## config.mk

```make
export PLATFORM = sky130hd
export DESIGN_NAME = lives_digit_render
export DESIGN_NICKNAME = d
export VERILOG_FILES = /design/src/rtl/lives_digit_render.sv
export SDC_FILE = /design/constraint.sdc
export NUM_CORES = 1
export LEC_CHECK = 0
export CAP_MARGIN = 30
export CORE_MARGIN = 4
export CORE_UTILIZATION = 55
export CTS_CLUSTER_SIZE = 12
export DETAILED_ROUTE_END_ITERATION = 8
export GPL_ROUTABILITY_DRIVEN = 0
export GPL_TIMING_DRIVEN = 0
export PLACE_DENSITY = 0.83
export RECOVER_POWER = 100
export SYNTH_ARGS = -nofsm -noshare
export SYNTH_HDL_FRONTEND = slang
export SYNTH_SLANG_ARGS = --single-unit
export TNS_END_PERCENT = 10
```

## constraint.sdc

```tcl
create_clock -name Clk -period 3.8 [get_ports Clk]
set_input_delay 0.38 -clock Clk [delete_from_list [all_inputs] [get_ports Clk]]
set_output_delay 0.38 -clock Clk [all_outputs]
set_load 0.005 [all_outputs]
```

## src/rtl/lives_digit_render.sv

```systemverilog
// lives_digit_render
//
// Converts a binary lives count to three BCD digits and renders them as a
// 24x16 pixel field: three 8x16 glyphs from an external digit font ROM.
//
// A conversion runs a serial double-dabble over 10 shift cycles and then
// 1 result cycle. The finished digits are held in a result register and
// copied to the displayed digits only on a frame_start pulse. Rendering
// always reads the displayed digits, so a frame never shows a mix of old
// and new digits.
//
// Parameters
//   X0, Y0        top-left pixel of the 3-digit field
//   BLANK_LEADING 1: suppress leading zero digits (the ones digit is always drawn)
//
// Ports
//   Clk          clock, rising edge
//   Reset_n      asynchronous active-low reset
//   lives        binary lives count; values above 999 are shown as 999
//   lives_valid  one-cycle request to convert lives
//   frame_start  one-cycle pulse at frame start; commit point for new digits
//   DrawX, DrawY current pixel coordinate
//   font_addr    font ROM row address = digit*16 + row (0 outside the field)
//   font_data    font ROM row, combinational from font_addr, bit 7 = leftmost
//   pixel_on     foreground pixel, 2 cycles after the coordinate
//   busy         conversion in progress
//   disp_bcd     displayed digits {hundreds, tens, ones}
module lives_digit_render #(
  parameter int unsigned X0            = 16,
  parameter int unsigned Y0            = 8,
  parameter bit          BLANK_LEADING = 1'b1
) (
  input  logic        Clk,
  input  logic        Reset_n,
  input  logic [9:0]  lives,
  input  logic        lives_valid,
  input  logic        frame_start,
  input  logic [9:0]  DrawX,
  input  logic [9:0]  DrawY,
  output logic [10:0] font_addr,
  input  logic [7:0]  font_data,
  output logic        pixel_on,
  output logic        busy,
  output logic [11:0] disp_bcd
);

  // ---------------------------------------------------------------------------
  // Binary to BCD conversion
  // ---------------------------------------------------------------------------

  typedef enum logic [1:0] {
    StIdle,
    StShift,
    StDone
  } state_e;

  localparam logic [3:0] LastShift = 4'd9;

  state_e      state_q, state_d;
  logic [9:0]  bin_q, bin_d;
  logic [11:0] bcd_q, bcd_d;
  logic [3:0]  cnt_q, cnt_d;
  logic [9:0]  pend_val_q, pend_val_d;
  logic        pending_q, pending_d;
  logic [11:0] result_q, result_d;
  logic        new_flag_q, new_flag_d;
  logic [11:0] disp_q, disp_d;
  logic [11:0] bcd_adj;
  logic [9:0]  lives_sat;

  function automatic logic [3:0] dabble(input logic [3:0] nib);
    return (nib >= 4'd5) ? nib + 4'd3 : nib;
  endfunction

  assign lives_sat = (lives > 10'd999) ? 10'd999 : lives;

  // Correction applied to every digit before each shift.
  assign bcd_adj = {dabble(bcd_q[11:8]), dabble(bcd_q[7:4]), dabble(bcd_q[3:0])};

  always_comb begin
    state_d    = state_q;
    bin_d      = bin_q;
    bcd_d      = bcd_q;
    cnt_d      = cnt_q;
    pend_val_d = pend_val_q;
    pending_d  = pending_q;
    result_d   = result_q;
    new_flag_d = new_flag_q;
    disp_d     = disp_q;

    // Commit uses the registered flag, so a result written on this same edge
    // waits for the next frame_start. The DONE branch below sets the flag
    // after this clear, so setting wins over clearing.
    if (frame_start && new_flag_q) begin
      disp_d     = result_q;
      new_flag_d = 1'b0;
    end

    unique case (state_q)
      StIdle: begin
        if (lives_valid) begin
          bin_d   = lives_sat;
          bcd_d   = '0;
          cnt_d   = '0;
          state_d = StShift;
        end
      end

      StShift: begin
        {bcd_d, bin_d} = {bcd_adj, bin_q} << 1;
        cnt_d          = cnt_q + 4'd1;
        if (cnt_q == LastShift) begin
          state_d = StDone;
        end
        // Requests during a conversion queue up; only the latest is kept.
        if (lives_valid) begin
          pend_val_d = lives_sat;
          pending_d  = 1'b1;
        end
      end

      StDone: begin
        result_d   = bcd_q;
        new_flag_d = 1'b1;
        bcd_d      = '0;
        cnt_d      = '0;
        if (lives_valid) begin
          // A request arriving right now is newer than anything pending.
          bin_d     = lives_sat;
          pending_d = 1'b0;
          state_d   = StShift;
        end else if (pending_q) begin
          bin_d     = pend_val_q;
          pending_d = 1'b0;
          state_d   = StShift;
        end else begin
          state_d = StIdle;
        end
      end

      default: begin
        state_d = StIdle;
      end
    endcase
  end

  always_ff @(posedge Clk or negedge Reset_n) begin
    if (!Reset_n) begin
      state_q    <= StIdle;
      bin_q      <= '0;
      bcd_q      <= '0;
      cnt_q      <= '0;
      pend_val_q <= '0;
      pending_q  <= 1'b0;
      result_q   <= '0;
      new_flag_q <= 1'b0;
      disp_q     <= '0;
    end else begin
      state_q    <= state_d;
      bin_q      <= bin_d;
      bcd_q      <= bcd_d;
      cnt_q      <= cnt_d;
      pend_val_q <= pend_val_d;
      pending_q  <= pending_d;
      result_q   <= result_d;
      new_flag_q <= new_flag_d;
      disp_q     <= disp_d;
    end
  end

  assign busy     = (state_q != StIdle);
  assign disp_bcd = disp_q;

  // ---------------------------------------------------------------------------
  // Pixel pipeline
  //   stage 1: field decode, digit select, font address
  //   stage 2: pick the font bit for the column
  // ---------------------------------------------------------------------------

  localparam logic [10:0] XLo = 11'(X0);
  localparam logic [10:0] XHi = 11'(X0 + 24);
  localparam logic [10:0] YLo = 11'(Y0);
  localparam logic [10:0] YHi = 11'(Y0 + 16);

  logic [9:0]  dx, dy;
  logic        in_box_c;
  logic [1:0]  slot_c;
  logic [3:0]  digit_c;
  logic        blank_c;
  logic [10:0] addr_c;
  logic        hund_zero, tens_zero;

  logic [10:0] font_addr_q;
  logic        in_box_q;
  logic [2:0]  col_q;
  logic        blank_q;
  logic        pixel_on_q, pixel_on_d;

  // Offsets are only meaningful inside the field, where they fit in 5/4 bits.
  assign dx = DrawX - 10'(X0);
  assign dy = DrawY - 10'(Y0);

  logic unused_offset_bits;
  assign unused_offset_bits = ^{dx[9:5], dy[9:4]};

  assign in_box_c = ({1'b0, DrawX} >= XLo) && ({1'b0, DrawX} < XHi) &&
                    ({1'b0, DrawY} >= YLo) && ({1'b0, DrawY} < YHi);

  // Inside the field dx < 24, so dx/8 is dx[4:3] in 0..2.
  assign slot_c = dx[4:3];

  assign hund_zero = (disp_q[11:8] == 4'd0);
  assign tens_zero = (disp_q[7:4] == 4'd0);

  always_comb begin
    digit_c = 4'd0;
    blank_c = 1'b0;
    case (slot_c)
      2'd0: begin
        digit_c = disp_q[11:8];
        blank_c = BLANK_LEADING && hund_zero;
      end
      2'd1: begin
        digit_c = disp_q[7:4];
        blank_c = BLANK_LEADING && hund_zero && tens_zero;
      end
      2'd2: begin
        digit_c = disp_q[3:0];
        blank_c = 1'b0;
      end
      default: begin
        digit_c = 4'd0;
        blank_c = 1'b0;
      end
    endcase
  end

  assign addr_c = in_box_c ? {3'b000, digit_c, dy[3:0]} : 11'd0;

  assign pixel_on_d = font_data[3'd7 - col_q] & in_box_q & ~blank_q;

  always_ff @(posedge Clk or negedge Reset_n) begin
    if (!Reset_n) begin
      font_addr_q <= '0;
      in_box_q    <= 1'b0;
      col_q       <= '0;
      blank_q     <= 1'b0;
      pixel_on_q  <= 1'b0;
    end else begin
      font_addr_q <= addr_c;
      in_box_q    <= in_box_c;
      col_q       <= dx[2:0];
      blank_q     <= in_box_c & blank_c;
      pixel_on_q  <= pixel_on_d;
    end
  end

  assign font_addr = font_addr_q;
  assign pixel_on  = pixel_on_q;

endmodule
```

=== Yosys cells after proc, flatten, opt, wreduce, memory -nomap -nowiden ===
Index checks and enable logic that the tools add are counted.
W data, S select, Z words.

* Register bits: 78
* Input port bits: 42
* Output and inout bits: 25
* Logic and storage cells: 87

* Add/sub/neg operators: 7
* Order comparisons: 9
* Equality and inequality tests: 9
* Mux-type cells: 26
* Bitwise logic cells: 4
* Reduce and logical (&&, ||, !) cells: 18

{| class="wikitable"
|+ Operator list
! kind !! number
|-
| $mux W10 || 4
|-
| $pmux W12 S3 || 1
|-
| $pmux W10 S3 || 1
|-
| $pmux W4 S3 || 2
|-
| $ge A4 B3 Y1 const B || 3
|-
| $mux W12 || 1
|-
| $mux W4 || 3
|-
| $ge A10 B4 Y1 const B || 1
|-
| $ge A10 B5 Y1 const B || 1
|-
| $gt A10 B10 Y1 const B || 1
|-
| $lt A10 B5 Y1 const B || 1
|-
| $lt A10 B6 Y1 const B || 1
|-
| $add A4 B2 Y4 const B || 2
|-
| $logic_not A4 Y1 || 2
|-
| $mux W8 || 1
|-
| $reduce_and A2 Y1 || 4
|-
| $mux W1 || 6
|-
| $ne A2 B2 Y1 const B || 3
|-
| $pmux W2 S3 || 1
|-
| $reduce_bool A2 Y1 || 3
|-
| $logic_and A1 B1 Y1 || 5
|-
| $sub A5 B5 Y5 const B || 1
|-
| $add A4 B1 Y4 const B || 1
|-
| $eq A2 B1 Y1 const B || 2
|-
| 16 further kinds || 22
|}

=== Longest topological paths before layout ===
* Depth after elaboration: 5
* Depth in mapped cells: 9

=== Least setup slack after synthesis ===
No wires, ideal clock.

* Path kind: reg2reg
* Start point: register state_q[0]
* End point: register bin_q[3]
* Setup time: 119 ps
* Arrival time: 1599 ps
* Required time: 3681 ps
* Slack: 2082 ps
* Cell stages (with the launch flop): 10
* Period minus slack after synthesis: 1718 ps
* Cells stage by stage: dfrtp_1 > inv_1 > ha_1 > buf_6 > nor2b_4 > buf_6 > a211oi_4 > buf_6 > o211ai_1 > o21a_1

* Word-level cells in the longest chain between the ends: 3
* Elaborated cells on any way between the ends: 8
* Classes of those cells: 4 x eq/ne; 1 x mux; 3 x reduce/logical

{| class="wikitable"
|+ Ends and longest elaborated chain
! item !! RTL line !! source
|-
| start, declared || 59 || <nowiki>state_e state_q, state_d;</nowiki>
|-
| start signal, assigned || 149 || <nowiki>state_q <= StIdle;</nowiki>
|-
| start signal, assigned || 159 || <nowiki>state_q <= state_d;</nowiki>
|-
| $eq A2 B2 Y1 (tied with other cells) || 99 || <nowiki>unique case (state_q)</nowiki>
|-
| $ne A3 B3 Y1 (no source line) (tied with other cells) || n/a ||
|-
| $reduce_and A3 Y1 (no source line) || n/a ||
|-
| end signal, assigned || 160 || <nowiki>bin_q <= bin_d;</nowiki>
|-
| end, declared || 60 || <nowiki>logic [9:0] bin_q, bin_d;</nowiki>
|}

Several ways; a longest one is shown, not always the timed one.
A chain may end at the register's enable or synchronous reset.

=== Worst setup path after layout ===
* Start point: register state_q[0]
* End point: register bcd_q[11]

* Word-level cells in the longest chain between the ends: 3
* Elaborated cells on any way between the ends: 7
* Classes of those cells: 3 x eq/ne; 1 x mux; 3 x reduce/logical

{| class="wikitable"
|+ Ends and longest elaborated chain
! item !! RTL line !! source
|-
| $eq A2 B2 Y1 (tied with other cells) || 99 ||
|-
| $reduce_bool A3 Y1 (no source line) or $ne A2 B2 Y1 (tied branches) || n/a ||
|-
| $reduce_and A2 Y1 (no source line) || n/a ||
|-
| end signal, assigned || 151 || <nowiki>bcd_q <= '0;</nowiki>
|-
| end signal, assigned || 161 || <nowiki>bcd_q <= bcd_d;</nowiki>
|-
| end, declared || 61 || <nowiki>logic [11:0] bcd_q, bcd_d;</nowiki>
|}

Several ways; a longest one is shown, not always the timed one.

==> impl_metrics.yaml <==
run_status:
  outcome: "completed"
routing:
  viasPerCell: 5.71
  num_vias: 2802
  drtPass1Iterations: 4
  drtIter0Drc: 123
  wl_per_cell_um: 16.3
  drc: 0
  postRouteAntennaNets: 0
  drt-total-wl_mm: 8.03
cells_and_area:
  finalNetCount: 464
  area_growth_syn_to_layout_pct: 25.0
  antenna_cells: 0
  final_cell_mix: "dfrtp_1 (78), mux2_2 (33), clkdlybuf4s50_1 (33), dlygate4sd3_1 (29), nor2_1 (26)"
  drive_gt1_share_pct: 15.9
  final_common_cell: "dfrtp_1"
hold_path:
  hold_path_class: "reg2reg"
global_routing:
  grt_max_degree: 69
  grt_usage_pct: 20.8
  met1_usage_pct: 28.9
  antenna_found_initial: 0
  met2_usage_pct: 31.4
  grt_pass1_vias: 2701
  top_usage_layer: "met2"
  gr-usage-met3_pct: 6.08
  grt_pass1_wl_mm: 13.7
  grt-ovfl-total: 0
critical_path:
  critPathKind: "reg2reg"
  crit_chain: "inv_1 > ha_1 > nor2b_1 > clkbuf_1 > or2_0 > clkbuf_1 > o21ai_0 > a22o_1"
  cp-start-kind: "flip-flop"
  crit_arrival_ns: 2.54
  crit_family: "buffers and inverters"
  cp_max_fo: 10
  endpoint_kind: "flip-flop"
  rrSetupSlack_ns: 1.50
  critPathBufInv: 3
  worstPathRequired_ns: 4.04
  cpMaxStageDelayCell: "dfrtp_1"
  slowest_delay_ns: 0.44
  crit_top_cell: "clkbuf_1"
clock_tree:
  cts_tree: "done"
  h-tree-depth: 3
  cts_buffers: 9
  clk_latency_ns: 0.35
  cts_resized: 0
  clkSinkCount: 78
  clkTransAtPathRegs_ns: 0.08
  cts-root-buf: "clkbuf_8"
  clockBufferDepth: 2
power:
  p_switching_w: 0.000756
  p_sw_share_pct: 32.2
  pwr-share-clk_pct: 26.4
  irDropWorstVdd_v: 0.000400
  p_seq_share_pct: 46.0
  leakagePower_nw: 2.18
  powerDensity_mw_per_mm2: 503
  p_int_w: 0.00159
  power_frac_comb_pct: 27.7
timing:
  drv_slew: 0
  finalHoldViolations: 0
  fin_worst_skew_ns: 0.00790
  slew_headroom_pct: 49.8
  setup_viol: 0
  finalCritPeriodShare_pct: 60.5
  fin_setup_tns_ns: 0
  fin_hold_ws_ns: 0.411
  rsz0062_at_grt: "false"
  period_needed_ns: 2.30
  tightest_slew_ns: 0.752
  fmax_mhz: 435
floorplanning:
  placementRows: 29
  die_y_um: 90.4
  io_pins: 67
  die_width_um: 90.4
  initial_core_util_pct: 57.9
  core-area_mm2: 0.00646
  die-area_mm2: 0.00818
logic_synthesis:
  synth-async-reset-ratio_pct: 100
  synthFlopType: "dfrtp_1"
  syn_avg_cell_area_um2: 11.3
  synth_edf_count: 0
  ys_seq_area_share_pct: 52.2
  synth.distinct_cells: 45
  netlist_instances: 332
  yosys_warnings: 0
  synth_seq_cells: 78
  synth_area_mm2: 0.00374
job:
  drv_cap: 0
placement:
  dp_hpwl_mm: 5.86
  port_buffers: 62
[power by group through the flow]
stage               combinational, W  clock [W]  sequential, W
floorplan                   0.000466          0        0.00106
global placement            0.000628          0        0.00109
detailed placement          0.000657          0        0.00109
CTS                         0.000661   0.000641        0.00108
global route                0.000744   0.000676        0.00110
finish                      0.000650   0.000620        0.00108
[routing by layer]
metal / vias up / wire, um / share of wire, %
met5: - / 0 / 0
met4: 0 / 114 / 1.4
met3: 10 / 628 / 7.8
met2: 108 / 3660 / 46
met1: 1355 / 3620 / 45
li1: 1329 / - / -
[metrics by stage]
step / setup WS [ns] / cells / power [W] / area [um^2] / util, %
global route: 1.30 / 491 / 0.00252 / 4670 / 72.4
detailed placement: 1.74 / 474 / 0.00175 / 4490 / 69.5
CTS: 1.73 / 491 / 0.00238 / 4700 / 72.7
global placement: -0.266 / 473 / 0.00171 / 4460 / 69.1
floorplan: 2.08 / 334 / 0.00153 / 3750 / -
finish: 1.50 / 491 / 0.00235 / 4670 / 72.4
[synth_stat cells (2+ instances only)]
library cell  instances  area (um^2)
nand2b_1              3         18.8
xnor2_1               3         26.3
mux2_2               33          372
mux4_2                2         45.0
nor3b_1               3         22.5
o21ai_0              21          105
clkbuf_1              3         11.3
o22ai_1               2         12.5
nand2_1              24         90.1
dfrtp_1              78         1950
inv_1                14         52.6
o211ai_1              2         15.0
nand4_1               2         12.5
nand3b_1              3         22.5
a22oi_1               4         30.0
a31oi_1               7         43.8
buf_6                 3         33.8
o21a_1                3         22.5
a22o_1                9         78.8
xor2_1                2         17.5
a31o_2                3         26.3
mux2i_1               5         50.1
buf_4                 5         37.5
a32oi_1               4         35.0
and2_1                5         31.3
ha_1                 13          163
nand3_1               5         25.0
buf_2                 9         45.0
nor4_1                3         18.8
nor2_1               24         90.1
nor2_2                2         12.5
o41ai_1               2         17.5
a21o_1                2         15.0
nor3_1                7         35.0
a21oi_1              12         60.1
[path summary, 6_finish.rpt]
kind                       startpoint       endpoint  depth (start not counted)
setup reg to reg           state_q[0]      bcd_q[11]                          8
hold reg to reg               blank_q       pixel_on                          1
hold / removal                blank_q       pixel_on                          1
min in group asynchronous     Reset_n  pend_val_q[2]                          2
setup / recovery           state_q[0]      bcd_q[11]                          8
max in group asynchronous     Reset_n    disp_bcd[6]                          3
[layout make-up]
cell class	count	area [um^2]
timing repair buffer	64	652
clock inverter	5	58.8
inverter	14	52.6
buffer	20	111
clock buffer	11	141
sequential	78	1950
tap	77	96.3
fill	457	1790
multi-input combinational	222	1610
[flip-flops by register name, indices dropped and copies added (netlist names)]
| name | flops |
|---|---|
| bcd_q | 12 |
| bin_q | 10 |
| blank_q | 1 |
| cnt_q | 4 |
| col_q | 3 |
| disp_bcd | 12 |
| font_addr | 8 |
| in_box_q | 1 |
| new_flag_q | 1 |
| pend_val_q | 10 |
| pending_q | 1 |
| pixel_on | 1 |
| result_q | 12 |
| state_q | 2 |
[cells by family after synthesis]
| logic type | share of synthesized area [%] |
|---|---|
| AO/OA/AOI/OAI | 13.8 |
| XOR/XNOR | 1.17 |
| adder cells (fa/ha/maj) | 4.35 |
| buffers and inverters | 4.82 |
| flip-flops | 52.2 |
| multiplexers | 12.5 |
| other | 0.100 |
| AND/OR/NAND/NOR | 11.1 |
[what timing repair did]
action	4_1_cts	5_1_grt
hold buffers	1	0
hold endpoints to repair	10	0
buffers inserted	0	0
Power figures use the tool's default switching activity.
